<file path="src/rtl/mem_access_pkg.sv">
// Shared definitions for the MEM-stage data access block.
// Holds the MemCtrl op encodings, the bus data_size codes, the access FSM
// state constants and small op-classification helpers.
package mem_access_pkg;

  typedef enum logic [3:0] {
    OP_NONE = 4'b0000,
    OP_LB   = 4'b0001,
    OP_LBU  = 4'b0010,
    OP_LH   = 4'b0011,
    OP_LHU  = 4'b0100,
    OP_LW   = 4'b0101,
    OP_SB   = 4'b0110,
    OP_SH   = 4'b0111,
    OP_SW   = 4'b1000
  } mem_op_e;

  localparam logic [1:0] SIZE_BYTE = 2'd0;
  localparam logic [1:0] SIZE_HALF = 2'd1;
  localparam logic [1:0] SIZE_WORD = 2'd2;

  typedef enum logic [1:0] {
    S_IDLE = 2'd0,
    S_REQ  = 2'd1,
    S_WAIT = 2'd2,
    S_DONE = 2'd3
  } state_e;

  function automatic logic op_is_load(input logic [3:0] op);
    return (op == OP_LB) || (op == OP_LBU) || (op == OP_LH) ||
           (op == OP_LHU) || (op == OP_LW);
  endfunction

  function automatic logic op_is_store(input logic [3:0] op);
    return (op == OP_SB) || (op == OP_SH) || (op == OP_SW);
  endfunction

  function automatic logic [1:0] op_size(input logic [3:0] op);
    case (op)
      OP_LH, OP_LHU, OP_SH: return SIZE_HALF;
      OP_LW, OP_SW:         return SIZE_WORD;
      default:              return SIZE_BYTE;
    endcase
  endfunction

endpackage

</file>
<file path="src/rtl/mem_access_if.sv">
// SRAM-like data bus between the MEM stage (master) and memory (slave).
//   data_req/data_wr/data_size/data_addr/data_wdata : master -> slave
//   data_addr_ok/data_data_ok/data_rdata            : slave -> master
interface mem_access_if;
  logic        data_req;
  logic        data_wr;
  logic [1:0]  data_size;
  logic [31:0] data_addr;
  logic [31:0] data_wdata;
  logic        data_addr_ok;
  logic        data_data_ok;
  logic [31:0] data_rdata;

  modport master (
    output data_req, data_wr, data_size, data_addr, data_wdata,
    input  data_addr_ok, data_data_ok, data_rdata
  );

  modport slave (
    input  data_req, data_wr, data_size, data_addr, data_wdata,
    output data_addr_ok, data_data_ok, data_rdata
  );
endinterface

</file>
<file path="src/rtl/mem_access_load_align.sv">
// load_align: combinational lane select and extension of a raw read word.
//   op     : MemCtrl op code
//   offset : AddrM[1:0]
//   rdata  : raw 32-bit bus read word
//   ext    : aligned, sign/zero-extended load result
module load_align
  import mem_access_pkg::*;
(
  input  logic [3:0]  op,
  input  logic [1:0]  offset,
  input  logic [31:0] rdata,
  output logic [31:0] ext
);

  logic [7:0]  byte_lane;
  logic [15:0] half_lane;

  always_comb begin
    byte_lane = rdata[{offset, 3'b000} +: 8];
    half_lane = offset[1] ? rdata[31:16] : rdata[15:0];
    case (op)
      OP_LB:   ext = {{24{byte_lane[7]}}, byte_lane};
      OP_LBU:  ext = {24'h000000, byte_lane};
      OP_LH:   ext = {{16{half_lane[15]}}, half_lane};
      OP_LHU:  ext = {16'h0000, half_lane};
      default: ext = rdata;
    endcase
  end

endmodule

</file>
<file path="src/rtl/mem_access.sv">
// mem_access: MEM-stage load/store sequencer on an SRAM-like data bus.
//   clock, reset       : pipeline clock, synchronous active-high reset
//   MemCtrlM           : access op from the EX/MEM register
//   AddrM, WriteDataM  : byte address and right-aligned store data
//   flush              : cancel an access that has not been accepted yet
//   bus (master)       : SRAM-like data bus
//   ReadDataM          : registered, aligned and extended load result
//   mem_stall          : holds IF..MEM while an access is in flight
//   AdELM, AdESM       : combinational load/store address errors
//
// state  | meaning
// S_IDLE | no access outstanding; request issued directly from here
// S_REQ  | request held until the address is accepted
// S_WAIT | address accepted, waiting for data_ok (not abortable)
// S_DONE | result valid, stall released for one cycle to avoid re-issue
module mem_access
  import mem_access_pkg::*;
(
  input  logic               clock,
  input  logic               reset,
  input  logic [3:0]         MemCtrlM,
  input  logic [31:0]        AddrM,
  input  logic [31:0]        WriteDataM,
  input  logic               flush,
  mem_access_if.master       bus,
  output logic [31:0]        ReadDataM,
  output logic               mem_stall,
  output logic               AdELM,
  output logic               AdESM
);

  state_e      state_q, state_d;
  logic [31:0] read_data_q, read_data_d;

  logic        is_load, is_store, misaligned, access;
  logic [1:0]  size;
  logic [31:0] load_word;

  always_comb begin
    is_load  = op_is_load(MemCtrlM);
    is_store = op_is_store(MemCtrlM);
    size     = op_size(MemCtrlM);
    case (size)
      SIZE_HALF: misaligned = AddrM[0];
      SIZE_WORD: misaligned = (AddrM[1:0] != 2'b00);
      default:   misaligned = 1'b0;
    endcase
    AdELM  = is_load  & misaligned;
    AdESM  = is_store & misaligned;
    access = (is_load | is_store) & ~misaligned;
  end

  load_align u_load_align (
    .op     (MemCtrlM),
    .offset (AddrM[1:0]),
    .rdata  (bus.data_rdata),
    .ext    (load_word)
  );

  always_comb begin
    state_d      = state_q;
    read_data_d  = read_data_q;
    bus.data_req = 1'b0;
    mem_stall    = 1'b0;
    case (state_q)
      S_IDLE: begin
        bus.data_req = access & ~flush;
        mem_stall    = access & ~flush;
        if (bus.data_req) state_d = bus.data_addr_ok ? S_WAIT : S_REQ;
      end
      S_REQ: begin
        bus.data_req = 1'b1;
        mem_stall    = access & ~flush;
        // An accepted address must still be followed by its data_ok,
        // so acceptance wins over a same-cycle flush.
        if (bus.data_addr_ok) state_d = S_WAIT;
        else if (flush)       state_d = S_IDLE;
      end
      S_WAIT: begin
        mem_stall = 1'b1;
        if (bus.data_data_ok) begin
          state_d     = S_DONE;
          read_data_d = load_word;
        end
      end
      default: begin
        state_d = S_IDLE;
      end
    endcase
    // Synchronous reset must still leave the bus and stall quiet this cycle.
    if (reset) begin
      bus.data_req = 1'b0;
      mem_stall    = 1'b0;
    end
  end

  always_comb begin
    bus.data_wr   = is_store;
    bus.data_size = size;
    bus.data_addr = AddrM;
    case (MemCtrlM)
      OP_SB:   bus.data_wdata = {4{WriteDataM[7:0]}};
      OP_SH:   bus.data_wdata = {2{WriteDataM[15:0]}};
      default: bus.data_wdata = WriteDataM;
    endcase
  end

  always_ff @(posedge clock) begin
    if (reset) begin
      state_q     <= S_IDLE;
      read_data_q <= 32'h0000_0000;
    end else begin
      state_q     <= state_d;
      read_data_q <= read_data_d;
    end
  end

  assign ReadDataM = read_data_q;

endmodule

</file>
<file path="src/flat_wrapper.sv">
// flat-port wrapper written by rule: the top's interface ports become plain ports
module mem_access_flat import mem_access_pkg::*;
  (clock, reset, MemCtrlM, AddrM, WriteDataM, flush, ReadDataM, mem_stall, AdELM, AdESM, bus_data_req, bus_data_wr, bus_data_size, bus_data_addr, bus_data_wdata, bus_data_addr_ok, bus_data_data_ok, bus_data_rdata);
  mem_access_if bus_i ();
  input  logic clock;
  input  logic reset;
  input  logic [3:0] MemCtrlM;
  input  logic [31:0] AddrM;
  input  logic [31:0] WriteDataM;
  input  logic flush;
  output logic [31:0] ReadDataM;
  output logic mem_stall;
  output logic AdELM;
  output logic AdESM;
  output wire logic [$bits(bus_i.data_req)-1:0] bus_data_req;
  output wire logic [$bits(bus_i.data_wr)-1:0] bus_data_wr;
  output wire logic [$bits(bus_i.data_size)-1:0] bus_data_size;
  output wire logic [$bits(bus_i.data_addr)-1:0] bus_data_addr;
  output wire logic [$bits(bus_i.data_wdata)-1:0] bus_data_wdata;
  input wire logic [$bits(bus_i.data_addr_ok)-1:0] bus_data_addr_ok;
  input wire logic [$bits(bus_i.data_data_ok)-1:0] bus_data_data_ok;
  input wire logic [$bits(bus_i.data_rdata)-1:0] bus_data_rdata;
  assign bus_data_req = bus_i.data_req;
  assign bus_data_wr = bus_i.data_wr;
  assign bus_data_size = bus_i.data_size;
  assign bus_data_addr = bus_i.data_addr;
  assign bus_data_wdata = bus_i.data_wdata;
  assign bus_i.data_addr_ok = bus_data_addr_ok;
  assign bus_i.data_data_ok = bus_data_data_ok;
  assign bus_i.data_rdata = bus_data_rdata;
  mem_access u_core (.clock(clock), .reset(reset), .MemCtrlM(MemCtrlM), .AddrM(AddrM), .WriteDataM(WriteDataM), .flush(flush), .bus(bus_i), .ReadDataM(ReadDataM), .mem_stall(mem_stall), .AdELM(AdELM), .AdESM(AdESM));
endmodule
</file>
<file path="config.mk">
export PLATFORM = sky130hd
export DESIGN_NAME = mem_access_flat
export DESIGN_NICKNAME = d
export VERILOG_FILES = /design/src/rtl/mem_access_pkg.sv /design/src/rtl/mem_access_if.sv /design/src/rtl/mem_access_load_align.sv /design/src/rtl/mem_access.sv /design/src/flat_wrapper.sv
export SDC_FILE = /design/constraint.sdc
export NUM_CORES = 1
export LEC_CHECK = 0
export CORE_ASPECT_RATIO = 0.5
export CORE_UTILIZATION = 36
export CTS_CLUSTER_SIZE = 8
export DETAILED_ROUTE_END_ITERATION = 12
export HOLD_SLACK_MARGIN = 0.12
export PLACE_DENSITY_LB_ADDON = 0.3
export REMOVE_ABC_BUFFERS = 1
export SLEW_MARGIN = 5
export SYNTH_ARGS = -nofsm -noshare
export SYNTH_HDL_FRONTEND = slang
export SYNTH_HIERARCHICAL = 1
export SYNTH_SLANG_ARGS = --single-unit
</file>
<file path="constraint.sdc">
create_clock -name clock -period 3 [get_ports clock]
set_input_delay 0.6 -clock clock [delete_from_list [all_inputs] [get_ports clock]]
set_output_delay 0.6 -clock clock [all_outputs]
set_load 0.03 [all_outputs]
</file>
Yosys cells after proc, flatten, opt, wreduce, memory -nomap -nowiden
Index checks and enable logic that the tools add are counted.

storage, ports and cells
  register bits after elaboration = 34
  word-level logic and storage cells = 53
  output and inout bits = 103
  input port bits = 105

operators by class
  shift operators = 1
  bitwise operators = 7
  equality and inequality tests = 15
  reductions and logical operators = 13
  muxes and demuxes = 15

operator list
  kind                                                                    number
  32-bit one-hot mux with 4 select lines                                  1
  32-bit one-hot mux with 2 select lines                                  1
  32-bit by 6-bit indexed part select with 8-bit output                   1
  4-bit by 3-bit equality test with 1-bit output (second input constant)  4
  16-bit 2-to-1 mux                                                       1
  2-bit 2-to-1 mux                                                        5
  4-bit by 2-bit equality test with 1-bit output (second input constant)  2
  1-bit logical OR                                                        6
  1-bit one-hot mux with 2 select lines                                   3
  2-bit one-hot mux with 3 select lines                                   1
  1-bit bitwise AND                                                       4
  2-bit by 1-bit equality test with 1-bit output (second input constant)  2
  2-bit equality test (second input constant)                             2
  4-bit by 1-bit equality test with 1-bit output (second input constant)  1
  4-bit equality test (second input constant)                             1
  2-bit one-hot mux with 2 select lines                                   1
  2-bit OR reduction                                                      2
  3-bit != test (second input constant)                                   1
  3-bit AND reduction                                                     1
  3-bit OR reduction                                                      1
  2-bit zero test                                                         1
  1-bit 2-to-1 mux                                                        2
  2-bit by 1-bit != test with 1-bit output (second input constant)        1
  2-bit != test (second input constant)                                   1
  other kinds (4)                                                         5

Depth between registers and ports, before layout
Gate-level depths: netlist (run 1).

  depth in word-level cells = 10
  gate-level depth with buffers = 8
  mapped depth without buffers = 7

Hierarchy
The synthesis (run 1) kept the hierarchy.

modules (own cells, without submodules)
  module      area an instance (um^2)  times used  cells each
  mem_access  2114.5                   1           268
  load_align  908.4                    1           105

Worst setup path after synthesis (run 1)
No wires, ideal clock.

  kind = input to output
  start point = in MemCtrlM[0]
  end point = out AdELM
  required time = 2400 ps
  path slack = -794 ps
  cell stages on the path = 7
  arrival time = 3194 ps
  path through = or3b_1 a21o_1 inv_1 ha_1 o21ai_0 a21o_1 a2111oi_0

between the ends
  cells in the longest elaborated chain, start to end = 6

RTL lines
  element                                                                           line                                        RTL
  start: declaration                                                                flat_wrapper.sv:7                           input logic [3:0] MemCtrlM;
  4-bit by 3-bit equality test with 1-bit output (tied with other cells)            mem_access_pkg.sv:39                        case (op)
  3-bit OR reduction (tied with other cells)                                        mem_access_pkg.sv:39
  2-bit one-hot mux with 2 select lines / 1-bit logical OR (equally long branches)  mem_access_pkg.sv:39, mem_access_pkg.sv:30
  2-bit equality test (tied with other cells)                                       mem_access.sv:43                            case (size)
  1-bit one-hot mux with 2 select lines / 1-bit logical OR (equally long branches)  mem_access.sv:43, mem_access_pkg.sv:31
  1-bit bitwise AND *                                                               mem_access.sv:48                            AdELM = is_load & misaligned;
  end: declaration                                                                  flat_wrapper.sv:13                          output logic AdELM;

Mark *: on every way between the ends. The rest lies on a longest branch, timed or not.

Worst setup path in the final report (run 1)
  start point = in MemCtrlM[0]
  end point = out mem_stall

between the ends
  cells in the longest elaborated chain, start to end = 10

RTL lines
  element                                                                           line                                        RTL
  4-bit by 3-bit equality test with 1-bit output (tied with other cells)            mem_access_pkg.sv:35, mem_access_pkg.sv:39
  3-bit OR reduction (tied with other cells)                                        mem_access_pkg.sv:39
  2-bit one-hot mux with 2 select lines / 1-bit logical OR (equally long branches)  mem_access_pkg.sv:39, mem_access_pkg.sv:30
  2-bit equality test (tied with other cells)                                       mem_access.sv:43
  1-bit one-hot mux with 2 select lines / 1-bit logical OR (equally long branches)  mem_access.sv:43, mem_access_pkg.sv:31
  1-bit NOT / 1-bit bitwise OR (equally long branches)                              mem_access.sv:50                            access = (is_load | is_store) & ~misaligned;
  1-bit bitwise AND *                                                               mem_access.sv:50
  1-bit bitwise AND *                                                               mem_access.sv:68, mem_access.sv:73
  1-bit one-hot mux with 2 select lines *                                           mem_access.sv:65                            case (state_q)
  1-bit 2-to-1 mux *                                                                mem_access.sv:91                            if (reset) begin
  end: declaration                                                                  flat_wrapper.sv:12                          output logic mem_stall;

Marks and branches as above.

==> metrics, run 1 <==
cell-internal power 0.00124 W; Gate Count Post-Synth 373; initial antenna violation count 0; Comb power frac between 30 and 40%; final setup fails 0; chip height 66.8 um; DRT Pass-1 Iters 4; HP Class reg2reg; Ys Warns 6; routed wire length per instance 17.1 um; hold bufs inserted after CTS 0; finished layout cell area ~0.0046 mm^2; CTS sink count 34; leakage 1.92 nW; status finished, final reports clean; total power 0.00175 W; EDFF count, synth 0; ant diodes 0; mapped cell area 0.00302 mm^2; Yosys reg bits 34; DP Cell Count approximately 600; CP endpoint kind primary output; dominant cells by area after synthesis dfxtp_1, nand2_1, buf_4; H-Tree Depth 2; register area share after synthesis roughly 23%; Final HPWL DP about 8000 um; PwrDens 377 mW/mm^2; crit path DAT 2.38 ns; clock tree from TritonCTS yes; Psw 0.000515 W; CP Class in2out; core footprint 0.00806 mm^2; Clk pwr share 39.1%; I/O pin total 208; routability cong. just under 0.8; row count 23; aggregate global routing overflow 0; Max-Cap Viols 0; vias in the first global route 3026; worst-path maximum fanout 4; layout cells sized above 1 20.7%; Die Area 0.00879 mm^2; final worst slack 0.0210 ns; R2R depth 4; fin crit period 2.98 ns; crit share post-route 99.3%; # DRC 0; largest net degree at the start of global routing 33; fmax 336 MHz; CTS Buf Count 5; routed via count 3154; switch share 29.4%; Max VDD drop 216 uV; Critical Path RT ~2.4 ns; Yosys top cell area share 22.5%; IO buf count around 150; Total Routing Usage GR a little under a quarter; Fin Clk Skew 0.00266 ns; ANT nets after route 0; pre-CTS setup slack -0.394 ns; filler cell count 720; Die Wd 132 um; Util after Layout between 50% and 60%; crit path launch type primary input; first-pass GRT wire length about 16000 um; sequential share of power between 20% and 30%; later-pin clock latency in the skew report approximately 0.28 ns; Slew Viols, Final 0; setup repair after global routing missed its margin false; Post-Layout Cell Count 605; DRT iter0 DRCs 98; Area after DPL 0.00438 mm^2; ys flop type dfxtp_1; Synth cell types 44; initial core utilization 37.5%; Clock transition at path regs approximately 0.05 ns; Area Overhead vs Synth 53.8%; fin nets 600; post-synthesis area per instance 8.10 um^2; final hold vios 0; asr flop ratio synth 0%; Max-slew headroom 54.8%; Vias/cell 5.21; hold depth 2; Worst-Margin Slew 0.678 ns; CTS root buf clkbuf_16; leading area contributor after synthesis dfxtp_1; clock buffer depth 2; DRT Wirelength 10300 um
==> metrics by stage <==
stage                     setup TNS [ns]  hold slack, ns
after CTS                              0           0.457
after global placement             -4.22           0.444
after global routing                   0           0.475
after detailed placement           -4.69           0.448
final                                  0           0.453
after floorplan                    -1.31           0.572
==> per-layer routing <==
metal  track usage (%)  part of all wire (%)  vias to the layer above
li1                  -                     -                     1529
met1              25.8                    41                     1450
met2              39.1                    45                      157
met3              11.1                    11                       16
met4              6.25                   1.5                        2
met5              6.79                  0.46                        -
==> layout make-up <==
cell class / instances / area [um^2] / share of cell area (%)
timing repair buffer: 180 / 1690 / 36.4
tap: 112 / 140 / 3.01
clock buffer: 5 / 125 / 2.69
clock inverter: 3 / 68.8 / 1.48
sequential: 34 / 681 / 14.6
multi-input combinational: 266 / 1920 / 41.4
inverter: 5 / 18.8 / 0.404
==> cell usage after synthesis, types with 2 or more instances <==
| cell | n |
|---|---|
| a21o_1 | 21 |
| a21oi_1 | 39 |
| a221o_1 | 6 |
| and3b_1 | 2 |
| buf_2 | 8 |
| buf_4 | 42 |
| buf_6 | 7 |
| clkbuf_1 | 10 |
| dfxtp_1 | 34 |
| ha_1 | 3 |
| inv_1 | 5 |
| mux2_2 | 22 |
| mux2i_1 | 18 |
| mux4_1 | 6 |
| nand2_1 | 87 |
| nand3_1 | 7 |
| nand3b_1 | 4 |
| nor2_1 | 6 |
| nor3b_1 | 2 |
| o211ai_1 | 7 |
| o21ai_0 | 10 |
| o31ai_1 | 2 |
| o41ai_1 | 2 |
| or3b_1 | 2 |
| or3b_2 | 2 |
==> repair_timing <==
item | 4_1_cts | 5_1_grt
buffers inserted | 0 | 2
pin swaps | 8 | 8
setup endpoints to repair | 18 | 4
gates resized for setup | 34 | 15
==> cells in the final DEF (no fill, tap or decap), drive strengths merged, types with 3 or more instances in the layout <==
cell type      instances
mux2i                 18
dfxtp                 34
nand3                  7
buf                   53
mux2                  22
a21o                  21
clkdlybuf4s50        111
mux4                   7
ha                     3
inv                    5
o21ai                 10
a21oi                 39
nand2                 87
nor2                   7
dlygate4sd2           14
o211ai                 7
clkbuf                 7
or3b                   5
a221o                  6
nand3b                 4
==> cells by family (layout without fill, tap and decap cells) <==
family,count (synthesis),after routing,share of synthesized area [%]
mux,47,47,20.1
buf+inv,73,193,16.4
xor+xnor,1,1,0.290
flops,34,34,22.5
compound gates,94,94,20.4
simple gates,120,120,18.7
fa+ha+maj,4,4,1.57
==> worst paths after layout <==
path / from / to / slack [ns]
max: MemCtrlM[0] / mem_stall / 0.02
min: u_core/ReadDataM[1]$_SDFFE_PP0P_ / u_core/ReadDataM[1]$_SDFFE_PP0P_ / 0.45
max reg2reg: u_core/state_q[1]$_SDFFE_PP0P_ / u_core/ReadDataM[12]$_SDFFE_PP0P_ / 1.60
min reg2reg: u_core/ReadDataM[1]$_SDFFE_PP0P_ / u_core/ReadDataM[1]$_SDFFE_PP0P_ / 0.45
==> critical path, stage by stage <==
cell and delay (ns):
buf_6 0.10, or3b_1 0.38, a21o_1 0.22, buf_6 0.13
ha_4 0.16, nand2_4 0.06, buf_6 0.10, a21oi_4 0.06
o41ai_2 0.34, buf_4 0.23
==> power groups by stage <==
stage / clock network [W] / registers, W / logic, W
2_1_floorplan: 0 / 0.000517 / 0.000231
3_3_place_gp: 0 / 0.000490 / 0.000577
3_5_place_dp: 0 / 0.000490 / 0.000581
4_1_cts: 0.000697 / 0.000481 / 0.000581
5_1_grt: 0.000711 / 0.000484 / 0.000624
6_report: 0.000685 / 0.000481 / 0.000585
==> registers in the layout, indices dropped and copies added (netlist names) <==
name,count
u_core/ReadDataM,32
u_core/state_q,2
Power figures use the tool's default switching activity.
==> run 2: changes to the inputs <==
- CORE_MARGIN: not set -> 4
- SETUP_SLACK_MARGIN: not set -> 0.1
==> run 2 against run 1 <==
Clock skew rose by 0.0029 ns. Register-to-register slack barely moved. Sequential share of layout area barely moved. Critical path depth fell by 1. Sequential cell count did not move. Via count fell by 0.29%. Wire length rose by 4.0%. Worst hold slack barely moved. Clock power fell by 23%.
==> metrics, run 2 (synthesis results as in run 1) <==
worst-path maximum fanout 3; Worst-Margin Slew 0.419 ns; crit share post-route 97.4%; most frequent cells in the layout clkdlybuf4s50_1, nand2_1, buf_4; H-Tree Depth 2; initial core utilization 37.4%; # DRC 0; I/O pin total ~210; initial antenna violation count 0; routability cong. ~0.79; largest net degree at the start of global routing 34; later-pin clock latency in the skew report roughly 0.28 ns; reg-to-reg startpoint u_core/state_q[1]$_SDFFE_PP0P_; leakage 1.91 nW; Post-Layout Cell Count 610; hold bufs inserted after CTS 0; fin nets around 600; layout cells sized above 1 21.5%; DRT Pass-1 Iters 4; fin crit period slightly below 3 ns; R2R depth 4; DRT Wirelength about 11000 um; first-pass GRT wire length 16400 um; status finished, final reports clean; Max VDD drop 211 uV; clock buffer depth 2; Die Area 0.0100 mm^2; core footprint 0.00809 mm^2; Max-slew headroom 71.3%; worst setup path start MemCtrlM[1]; aggregate global routing overflow 0; Largest register FFs 32; Final HPWL DP 8350 um; Slew Viols, Final 0; Die Wd 138 um; CTS sink count 34; crit path launch type primary input; DP Cell Count 598; CP endpoint kind primary output; R2R Setup Slk roughly 1.6 ns; setup repair after global routing missed its margin false; CP Class in2out; fmax 342 MHz; Max-Cap Viols 0; clock tree from TritonCTS yes; CTS Buf Count 5; Vias/cell 5.16; crit path DAT ~2.3 ns; DRT iter0 DRCs 138; Total Routing Usage GR a little over a fifth; ant diodes 0; chip height 72.8 um; Fin Clk Skew 0.00551 ns; final setup fails 0; commonest non-fill, non-tap cell in the layout clkdlybuf4s50_1; row count 23; routed via count 3145; HP Class reg2reg; CTS root buf clkbuf_16; PwrDens around 340 mW/mm^2; worst reg2reg path endpoint u_core/ReadDataM[29]$_SDFFE_PP0P_; Clock transition at path regs 0.06 ns; vias in the first global route 3124; Area Overhead vs Synth 53.4%; IO buf count 147; final hold vios 0; Critical Path End bus_data_req; ANT nets after route 0; hold wc startpoint u_core/ReadDataM[9]$_SDFFE_PP0P_; Critical Path RT 2.40 ns; routed wire length per instance 17.6 um; Setup TNS 0 ns
==> run 2: cell count changes in the layout (fill, tap and decap cells not counted), moves of 2 or more <==
| cell | change |
|---|---|
| buf_12 | -2 |
| buf_2 | +2 |
| buf_4 | +6 |
| bufinv_16 | -2 |
| clkbuf_2 | -2 |
| clkdlybuf4s50_1 | +6 |
| dlygate4sd2_1 | -6 |
==> run 2: area by class of cell <==
cell class	instances	area, um^2
well taps	112	140
clock buffers	6	139
repair buffers	185	1720
fillers	742	3450
inverters	5	18.8
clock inverters	2	12.5
multi-input cells	266	1930
flip-flops and latches	34	681
==> run 2: worst max-delay path, cell delays in order <==
cell	delay, ns
buf_2	0.11
or3b_1	0.40
a21o_1	0.20
buf_4	0.15
ha_4	0.15
o21ai_2	0.09
a21oi_4	0.10
o41ai_2	0.30
buf_4	0.21
==> run 2: timing repair <==
| action | CTS | global route |
|---|---|---|
| endpoints found under the setup margin | 22 | 4 |
| pin swaps | 9 | 6 |
| buffers inserted | 3 | 2 |
| resized for setup | 42 | 4 |
==> run 2: per-layer routing <==
layer | wire length, um | GRT usage (%) | part of all wire (%) | vias up
li1 | - | - | - | 1536
met1 | 4720 | 26.9 | 44 | 1456
met2 | 4740 | 32.7 | 44 | 145
met3 | 1210 | 9.78 | 11 | 6
met4 | 33 | 2.99 | 0.31 | 2
met5 | 53 | 5.56 | 0.49 | -
==> run 2: worst min-delay path by stage <==
stage                                                    to  slack, ns  cells past startpoint
final                      u_core/ReadDataM[9]$_SDFFE_PP0P_       0.45                      2
after global routing      u_core/ReadDataM[25]$_SDFFE_PP0P_       0.47                      2
after CTS                 u_core/ReadDataM[28]$_SDFFE_PP0P_       0.45                      2
after detailed placement  u_core/ReadDataM[28]$_SDFFE_PP0P_       0.45                      2
after floorplan              u_core/state_q[0]$_SDFFE_PP0P_       0.57                      2
after global placement     u_core/ReadDataM[7]$_SDFFE_PP0P_       0.44                      2
==> run 2: power by group <==
group | internal (W) | switching (W) | total, W
Clock | 0.000329 | 0.000200 | 0.000529
Combinational | 0.000293 | 0.000296 | 0.000589
Sequential | 0.000469 | 0.0000124 | 0.000481
==> run 2: metrics by stage <==
stage               hold WS (ns)  total power [W]  worst slack (ns)  util, %  instance area, um^2
global placement           0.443          0.00106            -0.363     54.2                 4380
finish                     0.453          0.00160            0.0775     57.4                 4640
CTS                        0.455          0.00160             0.107     56.9                 4600
global route               0.466          0.00167            0.0455     57.4                 4640
detailed placement         0.447          0.00107            -0.408     54.2                 4380
floorplan                  0.572         0.000748            -0.794        -                 2550
